==> src/rtl/xcorr_peak_detect.sv <==
// xcorr_peak_detect: tracks the lag of the maximum cross-correlation value
// within a frame and reports it as a signed TDOA over a valid/ready handshake.
// Optional build macro XCORR_PEAK_ABS_EN: compare |xc_result| (saturating)
// instead of the signed value; peak_value still reports the signed sample.
module xcorr_peak_detect #(
    parameter int unsigned DATAWIDTH       = 24,
    parameter int unsigned SEQUENCE_LENGTH = 512,
    parameter int unsigned LAG_W           = 12
) (
    input  logic                   clk,
    input  logic                   rst,
    input  logic                   start,
    input  logic                   xc_valid,
    input  logic [2*DATAWIDTH-1:0] xc_result,
    input  logic [LAG_W-1:0]       xc_lag,
    input  logic                   xc_last,
    output logic                   busy,
    output logic                   peak_valid,
    input  logic                   peak_ready,
    output logic [LAG_W:0]         peak_tdoa,
    output logic [2*DATAWIDTH-1:0] peak_value,
    output logic                   peak_err
);

    localparam int unsigned CW        = 2 * DATAWIDTH;
    localparam int unsigned TW        = LAG_W + 1;
    localparam int unsigned CNT_W     = LAG_W + 1;
    localparam int unsigned FRAME_LEN = 2 * SEQUENCE_LENGTH - 1;

    localparam logic [CW-1:0]    MOST_NEG  = {1'b1, {(CW-1){1'b0}}};
`ifdef XCORR_PEAK_ABS_EN
    localparam logic [CW-1:0]    MOST_POS  = {1'b0, {(CW-1){1'b1}}};
`endif
    localparam logic [CNT_W-1:0] CNT_MAX   = '1;
    localparam logic [CNT_W-1:0] FRAME_CNT = CNT_W'(FRAME_LEN);
    localparam logic [TW-1:0]    ZERO_LAG  = TW'(SEQUENCE_LENGTH - 1);

    typedef enum logic [1:0] {
        IDLE  = 2'd0,
        TRACK = 2'd1,
        DONE  = 2'd2
    } state_t;

    state_t                state;
    logic signed [CW-1:0]  max_key;
    logic [CW-1:0]         best_val;
    logic [LAG_W-1:0]      best_lag;
    logic [CNT_W-1:0]      cnt;
    logic                  ovf;

    logic signed [CW-1:0]  key_c;
    logic                  take_c;
    logic [CNT_W-1:0]      cnt_inc_c;
    logic signed [CW-1:0]  fold_key_c;
    logic [CW-1:0]         fold_val_c;
    logic [LAG_W-1:0]      fold_lag_c;

    // Comparison key, saturating counter increment and the max/lag fold of the current sample
    always_comb begin
`ifdef XCORR_PEAK_ABS_EN
        if (xc_result[CW-1]) begin
            key_c = (xc_result == MOST_NEG) ? MOST_POS : -xc_result;
        end else begin
            key_c = xc_result;
        end
`else
        key_c = xc_result;
`endif
        take_c     = key_c > max_key;
        cnt_inc_c  = (cnt == CNT_MAX) ? cnt : cnt + 1'b1;
        fold_key_c = take_c ? key_c     : max_key;
        fold_val_c = take_c ? xc_result : best_val;
        fold_lag_c = take_c ? xc_lag    : best_lag;
    end

    // Frame FSM with registered outputs
    always_ff @(posedge clk) begin
        if (rst) begin
            state      <= IDLE;
            busy       <= 1'b0;
            peak_valid <= 1'b0;
            peak_tdoa  <= '0;
            peak_value <= '0;
            peak_err   <= 1'b0;
            max_key    <= MOST_NEG;
            best_val   <= '0;
            best_lag   <= '0;
            cnt        <= '0;
            ovf        <= 1'b0;
        end else begin
            case (state)
                IDLE: begin
                    if (start) begin
                        state    <= TRACK;
                        busy     <= 1'b1;
                        cnt      <= '0;
                        max_key  <= MOST_NEG;
                        best_val <= '0;
                        best_lag <= '0;
                        ovf      <= 1'b0;
                    end
                end
                TRACK: begin
                    if (start) begin
                        // restart discards the partial frame, including a same-cycle sample
                        cnt      <= '0;
                        max_key  <= MOST_NEG;
                        best_val <= '0;
                        best_lag <= '0;
                        ovf      <= 1'b0;
                    end else if (xc_valid) begin
                        cnt      <= cnt_inc_c;
                        max_key  <= fold_key_c;
                        best_val <= fold_val_c;
                        best_lag <= fold_lag_c;
                        if (cnt_inc_c == FRAME_CNT && !xc_last) begin
                            ovf <= 1'b1;
                        end
                        if (xc_last) begin
                            state      <= DONE;
                            busy       <= 1'b0;
                            peak_valid <= 1'b1;
                            peak_tdoa  <= TW'(fold_lag_c) - ZERO_LAG;
                            peak_value <= fold_val_c;
                            peak_err   <= ovf || (cnt_inc_c != FRAME_CNT);
                        end
                    end
                end
                DONE: begin
                    if (peak_ready) begin
                        state      <= IDLE;
                        peak_valid <= 1'b0;
                        peak_err   <= 1'b0;
                    end
                end
                default: begin
                    state <= IDLE;
                end
            endcase
        end
    end

endmodule

==> config.mk <==
export PLATFORM = sky130hd
export DESIGN_NAME = xcorr_peak_detect
export DESIGN_NICKNAME = d
export VERILOG_FILES = /design/src/rtl/xcorr_peak_detect.sv
export SDC_FILE = /design/constraint.sdc
export NUM_CORES = 1
export LEC_CHECK = 0
export ABC_AREA = 0
export BUFFER_PORTS_ARGS = -buffer_cell sky130_fd_sc_hd__buf_2
export CELL_PAD_IN_SITES_DETAIL_PLACEMENT = 1
export CELL_PAD_IN_SITES_GLOBAL_PLACEMENT = 1
export CORE_MARGIN = 3
export CORE_UTILIZATION = 40
export CTS_CLUSTER_DIAMETER = 200
export DETAILED_ROUTE_END_ITERATION = 8
export GPL_TIMING_DRIVEN = 0
export PLACE_DENSITY_LB_ADDON = 0.3
export SETUP_SLACK_MARGIN = 0.05
export SLEW_MARGIN = 30
export SYNTH_ARGS = -nofsm -noshare
export SYNTH_HDL_FRONTEND = slang
export SYNTH_SLANG_ARGS = --single-unit
export TNS_END_PERCENT = 5
==> constraint.sdc <==
create_clock -name clk -period 4.38 [get_ports clk]
set_clock_uncertainty 0.2 [all_clocks]
set_input_delay 0.438 -clock clk [delete_from_list [all_inputs] [get_ports clk]]
set_output_delay 0.438 -clock clk [all_outputs]
set_load 0.02 [all_outputs]
==> results of run 1 <==
-- registers in the layout (all words and copies together), names as in the netlist --
signal	flops
state	2
busy	1
best_val	48
peak_err	1
ovf	1
max_key	48
cnt	13
peak_tdoa	13
peak_value	48
peak_valid	1
best_lag	12
-- kinds of logic (layout without fill, tap and decap cells) --
kind of cell | after synthesis | after routing | synth area share [%]
AOI/OAI and AO/OA | 262 | 262 | 17.98
xor gates and xnor gates | 17 | 17 | 1.681
adders and majority gates | 50 | 50 | 7.061
buffers and inverters | 123 | 286 | 6.115
DFF | 188 | 188 | 42.48
muxes | 57 | 57 | 6.468
other | 0 | 1 | 0
and+or+nand+nor | 369 | 369 | 18.22
-- final cells by class --
cell class,count,area (µm²)
timing repair buffer,131,663.1
multi-input combinational,755,4579
tap,275,344.1
antenna,1,2.502
buffer,66,327.8
inverter,57,214.0
sequential,188,3764
clock inverter,14,173.9
clock buffer,18,429.2
fill,2674,10920
-- per-stage QoR --
step,setup TNS (ps),power [mW],std cells
CTS,0,4.019,1502
global route,0,4.153,1505
detailed placement,-220.2,2.398,1469
global placement,-205.3,2.381,1469
floorplan,0,2.193,1066
finish,0,3.998,1505
-- layer usage --
| metal | vias up | track usage, % | share of wire [%] |
|---|---|---|---|
| met5 | - | 0 | 0 |
| met4 | 0 | 6.476 | 2.0 |
| met3 | 29 | 3.386 | 3.8 |
| met2 | 160 | 39.14 | 48 |
| met1 | 3934 | 30.75 | 46 |
| li1 | 3997 | - | - |
-- synthesized netlist by cell type, types with 2 or more instances --
library cell / count
and4_1: 2
or3_1: 2
dfxtp_1: 188
a311oi_1: 4
a211oi_1: 55
a22oi_1: 15
buf_6: 2
mux2i_1: 55
xor2_1: 10
inv_1: 57
nor2b_1: 3
and3_1: 7
buf_1: 2
nand3_1: 16
o21ai_0: 21
o221ai_1: 3
a21oi_1: 140
nor3_1: 9
buf_8: 2
or4_1: 4
xnor2_1: 7
nand4_1: 16
a31oi_1: 2
nand3b_1: 6
clkbuf_1: 42
buf_2: 10
mux2_2: 2
ha_1: 50
nand2_1: 183
o211ai_1: 6
o21ai_1: 3
nor3b_1: 3
nor4_1: 5
buf_4: 8
and2_1: 3
a31oi_2: 2
nor2_1: 104
-- power groups by stage --
stage,logic (mW),clock network (mW),registers (mW)
floorplan,0.378,0,1.82
global placement,0.583,0,1.80
detailed placement,0.598,0,1.80
CTS,0.608,1.65,1.76
global route,0.664,1.73,1.76
finish,0.605,1.63,1.76
-- worst max path at each step --
stage,slack (ps),end,startpoint
CTS,190,peak_tdoa[12],max_key[47]
global route,30,peak_tdoa[12],max_key[43]
global placement,-200,peak_tdoa[12],xc_result[47]
detailed placement,-210,peak_tdoa[12],xc_result[47]
floorplan,550,peak_tdoa[12],xc_result[47]
finish,310,peak_tdoa[12],max_key[43]
-- worst reg2reg max path, cell delays in order, from the launching register on --
cell and delay, ps:
dfxtp_1 340, inv_1 50, ha_1 300, nand4_1 270, nor4_4 380, nand3_2 160, a31oi_4 230, nor3_4 100
a21oi_4 250, mux2_2 400, ha_2 230, and3_1 220, nor2b_1 160, or4_1 410, nor2_1 100, a211oi_1 50
nor3_1 130
-- repair_timing --
| action | in CTS | in global routing |
|---|---|---|
| cloned | 0 | 0 |
| endpoints found under the setup margin | 1 | 1 |
| gates resized for setup | 0 | 4 |
| pin swaps | 1 | 4 |
| setup buffers | 1 | 2 |
==> results.md, run 1 <==
- Outcome: complete, no violations
- Sw frac: between 20 and 30%
- Syn Area/Cell: 8.311 µm²
- Initial Util: about two fifths
- Worst hold margin: 94.38 ps
- Rel. slew slack: 41.50%
- Register bit total from synthesis: 188
- Crit path DAT: 4230 ps
- Post-synth EDFFs: 0
- First-pass GRT wire length: 44.88 mm
- Overall via count from detail_route: 8120
- R2R depth: 16
- TritonCTS Sinks: 188
- Core area: 0.02142 mm²
- Residual DRC: 0
- Max Cap Viol: 0
- PD cells: 380.9 mW/mm²
- Largest stage delay, worst path: roughly 410 ps
- Layout Utilization: 49.01%
- Final min period: 4072 ps
- Row count: 53
- Final wirelength: roughly 28 mm
- Leak: about 4.1 nW
- Reg2reg setup slack: around 310 ps
- Clock Latency Late Sink: 440 ps
- Commonest non-fill, non-tap cell in the layout: dfxtp_1
- Peak VDD IR: 0.2275 mV
- Commonest non-fill, non-tap cells in the layout: 188 x dfxtp_1, 183 x nand2_1, 140 x a21oi_1
- Total die area: 0.02397 mm²
- RSZ-0062 raised after global routing: false
- Via density: 5.395
- CP endpoint kind: register
- Worst path top cell family by delay: simple AND/OR/NAND/NOR gates
- Largest area contributor in the netlist: dfxtp_1
- Clk pwr share: 40.9%
- Min-delay src: xc_result[6]
- Worst hold path type: input pin to register
- Worst-Margin Slew: around 880 ps
- Pins Over Slew Limit: 0
- Critical-path cell list: inv_1 > ha_1 > nand4_1 > nor4_4 > nand3_2 > a31oi_4 > nor3_4 > a21oi_4 > mux2_2 > ha_2 > and3_1 > nor2b_1 > or4_1 > nor2_1 > a211oi_1 > nor3_1
- IO buf count: roughly 130
- Boundary pin count: 130
- Asr flop ratio synth: 0%
- Sequential fraction of design power: 44.0%
- Fin crit share: 92.97%
- Crit path launch type: register
- Die width: 154.8 µm
- Post-DP Area: 0.009844 mm²
- Sequential share of the synthesized area: 42.48%
- Area growth from synthesis to layout: 18.49%
- Final hold vios: 0
- Crit path max-delay cell type: or4_1
- HPWL Detailed: 20.44 mm
- Setup ws final: 307.9 ps
- TritonRoute pass-1 iters: 4
- Post-CTS Hold Fix Bufs: 0
- Total gr overflow: 0
- Synth area leaders: dfxtp_1 42%, a21oi_1 7.9%, nand2_1 7.8%
- GPL Wtd Cong: 0.8419
- CTS tree: built
- Root buffer cell: clkbuf_16
- P_sw: about 1.2 mW
- Reg-to-Reg Start: max_key[43]
- Fin area: 0.01050 mm²
- Clk buf depth: 2
- CTS H-Tree Depth: 4
- CP Buf/Inv Count: 1
- Max Fclk: 0.2456 GHz
- Syn Inst Count: 1066
- Layout cell share with drive strength beyond 1: 15.95%
- Post-DRT Antenna Nets: 0
- Hold depth: 3
- CTS Buf Count: 17
- Post-Syn Area: 0.008860 mm²
- Hold worst-path end: max_key[6]
- Initial antenna violation count: 1
- CP max FO: 5
- Critical path depth: 16
- Area share of the largest cell type after synthesis: 42.48%
- Synth Net Count: 1182
- Int Pwr: approximately 2.8 mW
- Die height: 154.8 µm
- Main synth FF type: dfxtp_1
- Largest net degree at the start of global routing: 19
- Setup Slack @ Placement: -208.8 ps
- Vias in the first global route: 8671
- Worst-path clk slew: 80 ps
- CP Data Required Time: 4540 ps
- Reg2reg end: peak_tdoa[12]
- Final Setup Violations: 0
- Cell variety after synth: 54
- Crit path kind: register to register
- Combinational share of power: 15.1%
- GR Util All Layers: 23.10%
- Yosys warns: 0
- Initial drt markers: 340
- Wire per inst: ~18 µm
- Final nets: between 1000 and 1500
(Power assumes the default switching activity.)
==> inputs of run 2 (changes only) <==
--- a/config.mk
+++ b/config.mk
@@ -7,14 +7,16 @@
 export LEC_CHECK = 0
 export ABC_AREA = 0
 export BUFFER_PORTS_ARGS = -buffer_cell sky130_fd_sc_hd__buf_2
+export CAP_MARGIN = 20
 export CELL_PAD_IN_SITES_DETAIL_PLACEMENT = 1
 export CELL_PAD_IN_SITES_GLOBAL_PLACEMENT = 1
 export CORE_MARGIN = 3
-export CORE_UTILIZATION = 40
+export CORE_UTILIZATION = 43
 export CTS_CLUSTER_DIAMETER = 200
 export DETAILED_ROUTE_END_ITERATION = 8
 export GPL_TIMING_DRIVEN = 0
 export PLACE_DENSITY_LB_ADDON = 0.3
+export RECOVER_POWER = 100
 export SETUP_SLACK_MARGIN = 0.05
 export SLEW_MARGIN = 30
 export SYNTH_ARGS = -nofsm -noshare
==> results.md, run 2 (synthesis results as in run 1) <==
- Outcome: complete, no violations
- TritonRoute pass-1 iters: 5
- Reg2reg end: peak_tdoa[12]
- Total gr overflow: 0
- R2R depth: 17
- Clk buf depth: 2
- Largest stage delay, worst path: 420 ps
- Clk pwr share: about two fifths
- Area growth from synthesis to layout: 16.30%
- Crit path DAT: between 4000 and 5000 ps
- Vias in the first global route: between 8000 and 9000
- Hold depth: 3
- TritonCTS Sinks: approximately 190
- Antenna cells: 0
- Peak VDD IR: 0.2905 mV
- Largest net degree at the start of global routing: 18
- CTS tree: built
- First-pass GRT wire length: ~43 mm
- Commonest non-fill, non-tap cells in the layout: 188 x dfxtp_1, 183 x nand2_1, 140 x a21oi_1
- Cells after DPL: approximately 1500
- IO buf count: approximately 130
- Sequential fraction of design power: 45.2%
- Clock Latency Late Sink: approximately 450 ps
- Via density: 5.434
- Boundary pin count: 130
- Post-DRT Antenna Nets: 0
- CTS Buf Count: 17
- Top flop regs: best_val x48, max_key x48, peak_value x48
- Reg2reg setup slack: ~230 ps
- Pins Over Slew Limit: 0
- Layout Utilization: 51.92%
- Residual DRC: 0
- Wire per inst: 18.06 µm
- Final Setup Violations: 0
- CP Data Required Time: 4550 ps
- CP endpoint kind: register
- Final nets: ~1300
- Max Cap Viol: 0
- Combinational share of power: approximately 15%
- Min-delay src: peak_ready
- GR Util All Layers: about 24%
- P_sw: about 1.1 mW
- Root buffer cell: clkbuf_16
- Final min period: 4154 ps
- Leak: 3.741 nW
- Worst-Margin Slew: 775.4 ps
- PD cells: 377.7 mW/mm²
- Sw frac: a little under 30%
- Int Pwr: 2.768 mW
- Fin crit share: 94.85%
- HPWL Detailed: 19.87 mm
- CTS H-Tree Depth: 4
- Initial drt markers: roughly 360
- Die width: 149.5 µm
- Worst hold margin: 78.36 ps
- GPL Wtd Cong: 0.8680
- Layout Cells excl Fill: between 1000 and 1500
- Post-CTS Hold Fix Bufs: 0
- Crit path launch type: register
- CP max FO: 9
- Worst-path clk slew: 70 ps
- Reg-to-Reg Start: max_key[47]
- Final hold vios: 0
- Row count: 51
- Critical-path cell list: inv_1 > ha_1 > buf_4 > nand4_4 > nor4_4 > nor2_1 > a31oi_1 > nor3_4 > a21oi_4 > mux2_2 > ha_1 > and3_1 > nor2b_1 > or4_1 > nor2_1 > a211oi_1 > nor3_1
- Rel. slew slack: 48.31%
- Hold worst-path end: state[1]
- RSZ-0062 raised after global routing: false
- Crit path kind: register to register
- Commonest non-fill, non-tap cell in the layout: dfxtp_1
- Overall via count from detail_route: 8108
- Worst hold path type: input pin to register
- Total die area: 0.02236 mm²
- Setup ws final: 225.6 ps
- Crit path max-delay cell type: or4_1
- Die height: between 100 and 150 µm
- Setup Slack @ Placement: -254.8 ps
- Final wirelength: 26.94 mm
- Core area: 0.01985 mm²
- Initial Util: 44.64%
- Initial antenna violation count: 0
- Layout cell share with drive strength beyond 1: a little under a tenth
- Max Fclk: between 0.2 and 0.25 GHz
-- run 2: cell types whose count changed in the layout (fill, tap and decap cells not counted), sizes merged --
| cell | previous run | this run |
|---|---|---|
| diode | 1 | 0 |
| buf | 155 | 74 |
| clkbuf | 60 | 140 |
| dlymetal6s2s | 0 | 1 |
| bufinv | 2 | 1 |
| clkinv | 1 | 2 |
| clkinvlp | 3 | 1 |
-- run 2: repair_timing --
item,CTS,global route
buffers inserted,1,0
setup endpoints to repair,1,1
cloned,0,0
pin swaps,1,0
endpoints found under the hold margin,0,0
resized for setup,0,3
-- run 2: worst max-delay path by stage --
stage / startpoint / end / slack (ps) / depth (start not counted)
finish: max_key[47] / peak_tdoa[12] / 230 / 17
global route: max_key[47] / peak_tdoa[12] / 50 / 17
CTS: max_key[47] / peak_tdoa[12] / 130 / 17
detailed placement: xc_result[47] / peak_tdoa[12] / -250 / 17
global placement: xc_result[47] / peak_tdoa[12] / -210 / 17
floorplan: xc_result[47] / peak_tdoa[12] / 550 / 16
-- run 2: metal layers --
layer  wire (µm)  up-vias  GRT usage [%]
li1            -     4005              -
met1       12670     3928          31.49
met2       12930      145          41.45
met3         885       30          3.331
met4         460        0          7.826
met5           0        -              0
-- run 2: worst max-delay path, delay by kind of cell (launching register included) --
family          cells  cell delay [ps]
flops               1              340
simple gates        9             1710
fa+ha+maj           2              560
buf+inv             2              240
mux                 1              400
compound gates      3              620
-- run 2: power by group through the flow --
stage	sequential [mW]	clock, mW	combinational, mW
floorplan	1.82	0	0.378
global placement	1.80	0	0.583
detailed placement	1.80	0	0.595
CTS	1.76	1.56	0.606
global route	1.76	1.63	0.640
finish	1.76	1.55	0.585
-- run 2: final cells by class --
| type | instances | area [µm²] |
|---|---|---|
| timing repair buffer | 129 | 564.3 |
| clock inverter | 12 | 121.4 |
| fill | 2500 | 9542 |
| clock buffer | 20 | 446.7 |
| multi-input combinational | 755 | 4571 |
| sequential | 188 | 3764 |
| tap | 265 | 331.6 |
| inverter | 57 | 214.0 |
| buffer | 66 | 291.5 |
-- run 2: through the flow --
step,area (µm²),setup TNS [ps],total power [mW]
finish,10300,0,3.891
global route,10300,0,4.035
CTS,10410,0,3.924
detailed placement,9832,-308.9,2.395
global placement,9832,-218.8,2.381
floorplan,8860,0,2.193
==> inputs of run 3 (changes only) <==
--- a/config.mk
+++ b/config.mk
@@ -17,6 +17,7 @@
 export GPL_TIMING_DRIVEN = 0
 export PLACE_DENSITY_LB_ADDON = 0.3
 export RECOVER_POWER = 100
+export REMOVE_ABC_BUFFERS = 1
 export SETUP_SLACK_MARGIN = 0.05
 export SLEW_MARGIN = 30
 export SYNTH_ARGS = -nofsm -noshare
==> results.md, run 3 (synthesis results as in run 1) <==
- Initial drt markers: 344
- Final wirelength: 24.02 mm
- Met2 Use GR: between 30% and 40%
- Met3 GRT Util: 3.362%
- Initial antenna violation count: 0
- HPWL Detailed: 16.36 mm
- Max Fclk: 0.2414 GHz
- Post-DRT Antenna Nets: 0
- Pins Over Slew Limit: between 150 and 200
- GPL Wtd Cong: 0.7931
- Final hold vios: 0
- Area growth from synthesis to layout: 17.19%
- Top flop regs: best_val x48, max_key x48, peak_value x48
- Row count: 51
- GR Util All Layers: 21.47%
- Fin crit share: 94.59%
- Setup ws final: 236.9 ps
- Die height: 149.5 µm
- Total gr overflow: 0
- Final min period: approximately 4100 ps
- Overall via count from detail_route: between 7000 and 8000
- Peak VDD IR: 0.2327 mV
- Setup Slack @ Placement: -769.6 ps
- Crit path kind: register to register
- Commonest non-fill, non-tap cells in the layout: 187 x dfxtp_1, 183 x nand2_1, 140 x a21oi_1
- First-pass GRT wire length: about 40 mm
- Clk buf depth: 2
- GR peak layer: met2
- Rel. slew slack: -35.49%
- Initial Util: roughly 45%
- Worst hold path type: input pin to register
- Antenna cells: 0
- RSZ-0062 raised after global routing: false
- TritonRoute pass-1 iters: 5
- Layout Utilization: 52.32%
- PD cells: 381.7 mW/mm²
- Layout cell share with drive strength beyond 1: 11.26%
- Worst-path clk slew: 70 ps
- GR Util met1: approximately 28%
- Wire per inst: approximately 17 µm
- IO buf count: between 100 and 150
- Fin area: 0.01038 mm²
- Max Cap Viol: 2
- CP Data Required Time: 4500 ps
- Via density: 5.432
- Total die area: 0.02236 mm²
- Core area: between 0.015 and 0.02 mm²
- Post-DP Area: 0.009842 mm²
- Post-CTS Hold Fix Bufs: 0
- Crit path launch type: register
- Failing checks: capacitance limit, slew limit
- Clock Latency Late Sink: about 430 ps
- Largest net degree at the start of global routing: 98
- Worst-Margin Slew: 2032 ps
- Die width: between 100 and 150 µm
- Commonest non-fill, non-tap cell in the layout: dfxtp_1
- Outcome: complete, but fails checks
- CTS H-Tree Depth: 4
- Worst hold margin: roughly 95 ps
- CTS tree: built
- TritonCTS Sinks: ~190
- CP max FO: 5
- CTS Buf Count: 17
- Residual DRC: 0
- Crit path DAT: around 4300 ps
- Root buffer cell: clkbuf_16
- Cells after DPL: approximately 1400
- Final nets: approximately 1300
- Boundary pin count: 130
- Vias in the first global route: 7917
- Final Setup Violations: 0
- Leak: 3.756 nW
- CP endpoint kind: register
- Layout Cells excl Fill: 1446
## run 3: final cells by class
type	instances	area, µm²
Sequential cell	188	3765
Clock inverter	13	162.7
Tap cell	265	331.6
Timing Repair Buffer	149	847.1
Clock buffer	19	442.9
Multi-Input combinational cell	755	4619
Inverter	57	214.0
Fill cell	2419	9463
## run 3: routing by layer
layer,wire (µm),part of all wire (%)
met1,11350,47
met2,11770,49
met3,747,3.1
met4,146,0.61
met5,0,0
## run 3: timing repair
action                     CTS  global route
pin swaps                    1             5
setup endpoints to repair    5             1
gates cloned                 0             1
setup buffers                1             4
gates resized for setup      6             5
## run 3: critical path, stage by stage, from the launching register on
cell,delay (ps)
dfxtp_2,340
inv_1,50
ha_1,310
nand4_1,200
nor4_4,360
nor2_1,90
a31oi_2,280
nor3_4,110
a21oi_4,210
clkbuf_16,170
mux2_2,360
ha_2,240
and3_4,200
nor2b_1,140
or4_1,400
nor2_1,100
a211oi_1,70
nor3_1,210
## run 3: report_power, final
| part | switching, mW | leakage [nW] | total, mW | internal, mW |
|---|---|---|---|---|
| clock network | 0.731 | 0.279 | 1.61 | 0.874 |
| logic | 0.354 | 1.96 | 0.597 | 0.243 |
| registers | 0.0196 | 1.52 | 1.76 | 1.74 |
## run 3: path summary, 6_finish.rpt
kind	start	endpoint	slack, ps	cells after the start
setup / recovery	max_key[35]	peak_tdoa[12]	240	17
hold / removal	peak_ready	state[1]	100	3
setup reg to reg	max_key[35]	peak_tdoa[12]	240	17
hold reg to reg	best_val[16]	best_val[16]	250	2
## run 3: per-stage QoR
stage          power (mW)  TNS, ps
3_5_place_dp        2.401    -2361
2_1_floorplan       2.142   -98800
5_1_grt             4.144        0
6_report            3.963        0
4_1_cts             4.019        0
3_3_place_gp        2.337  -488050
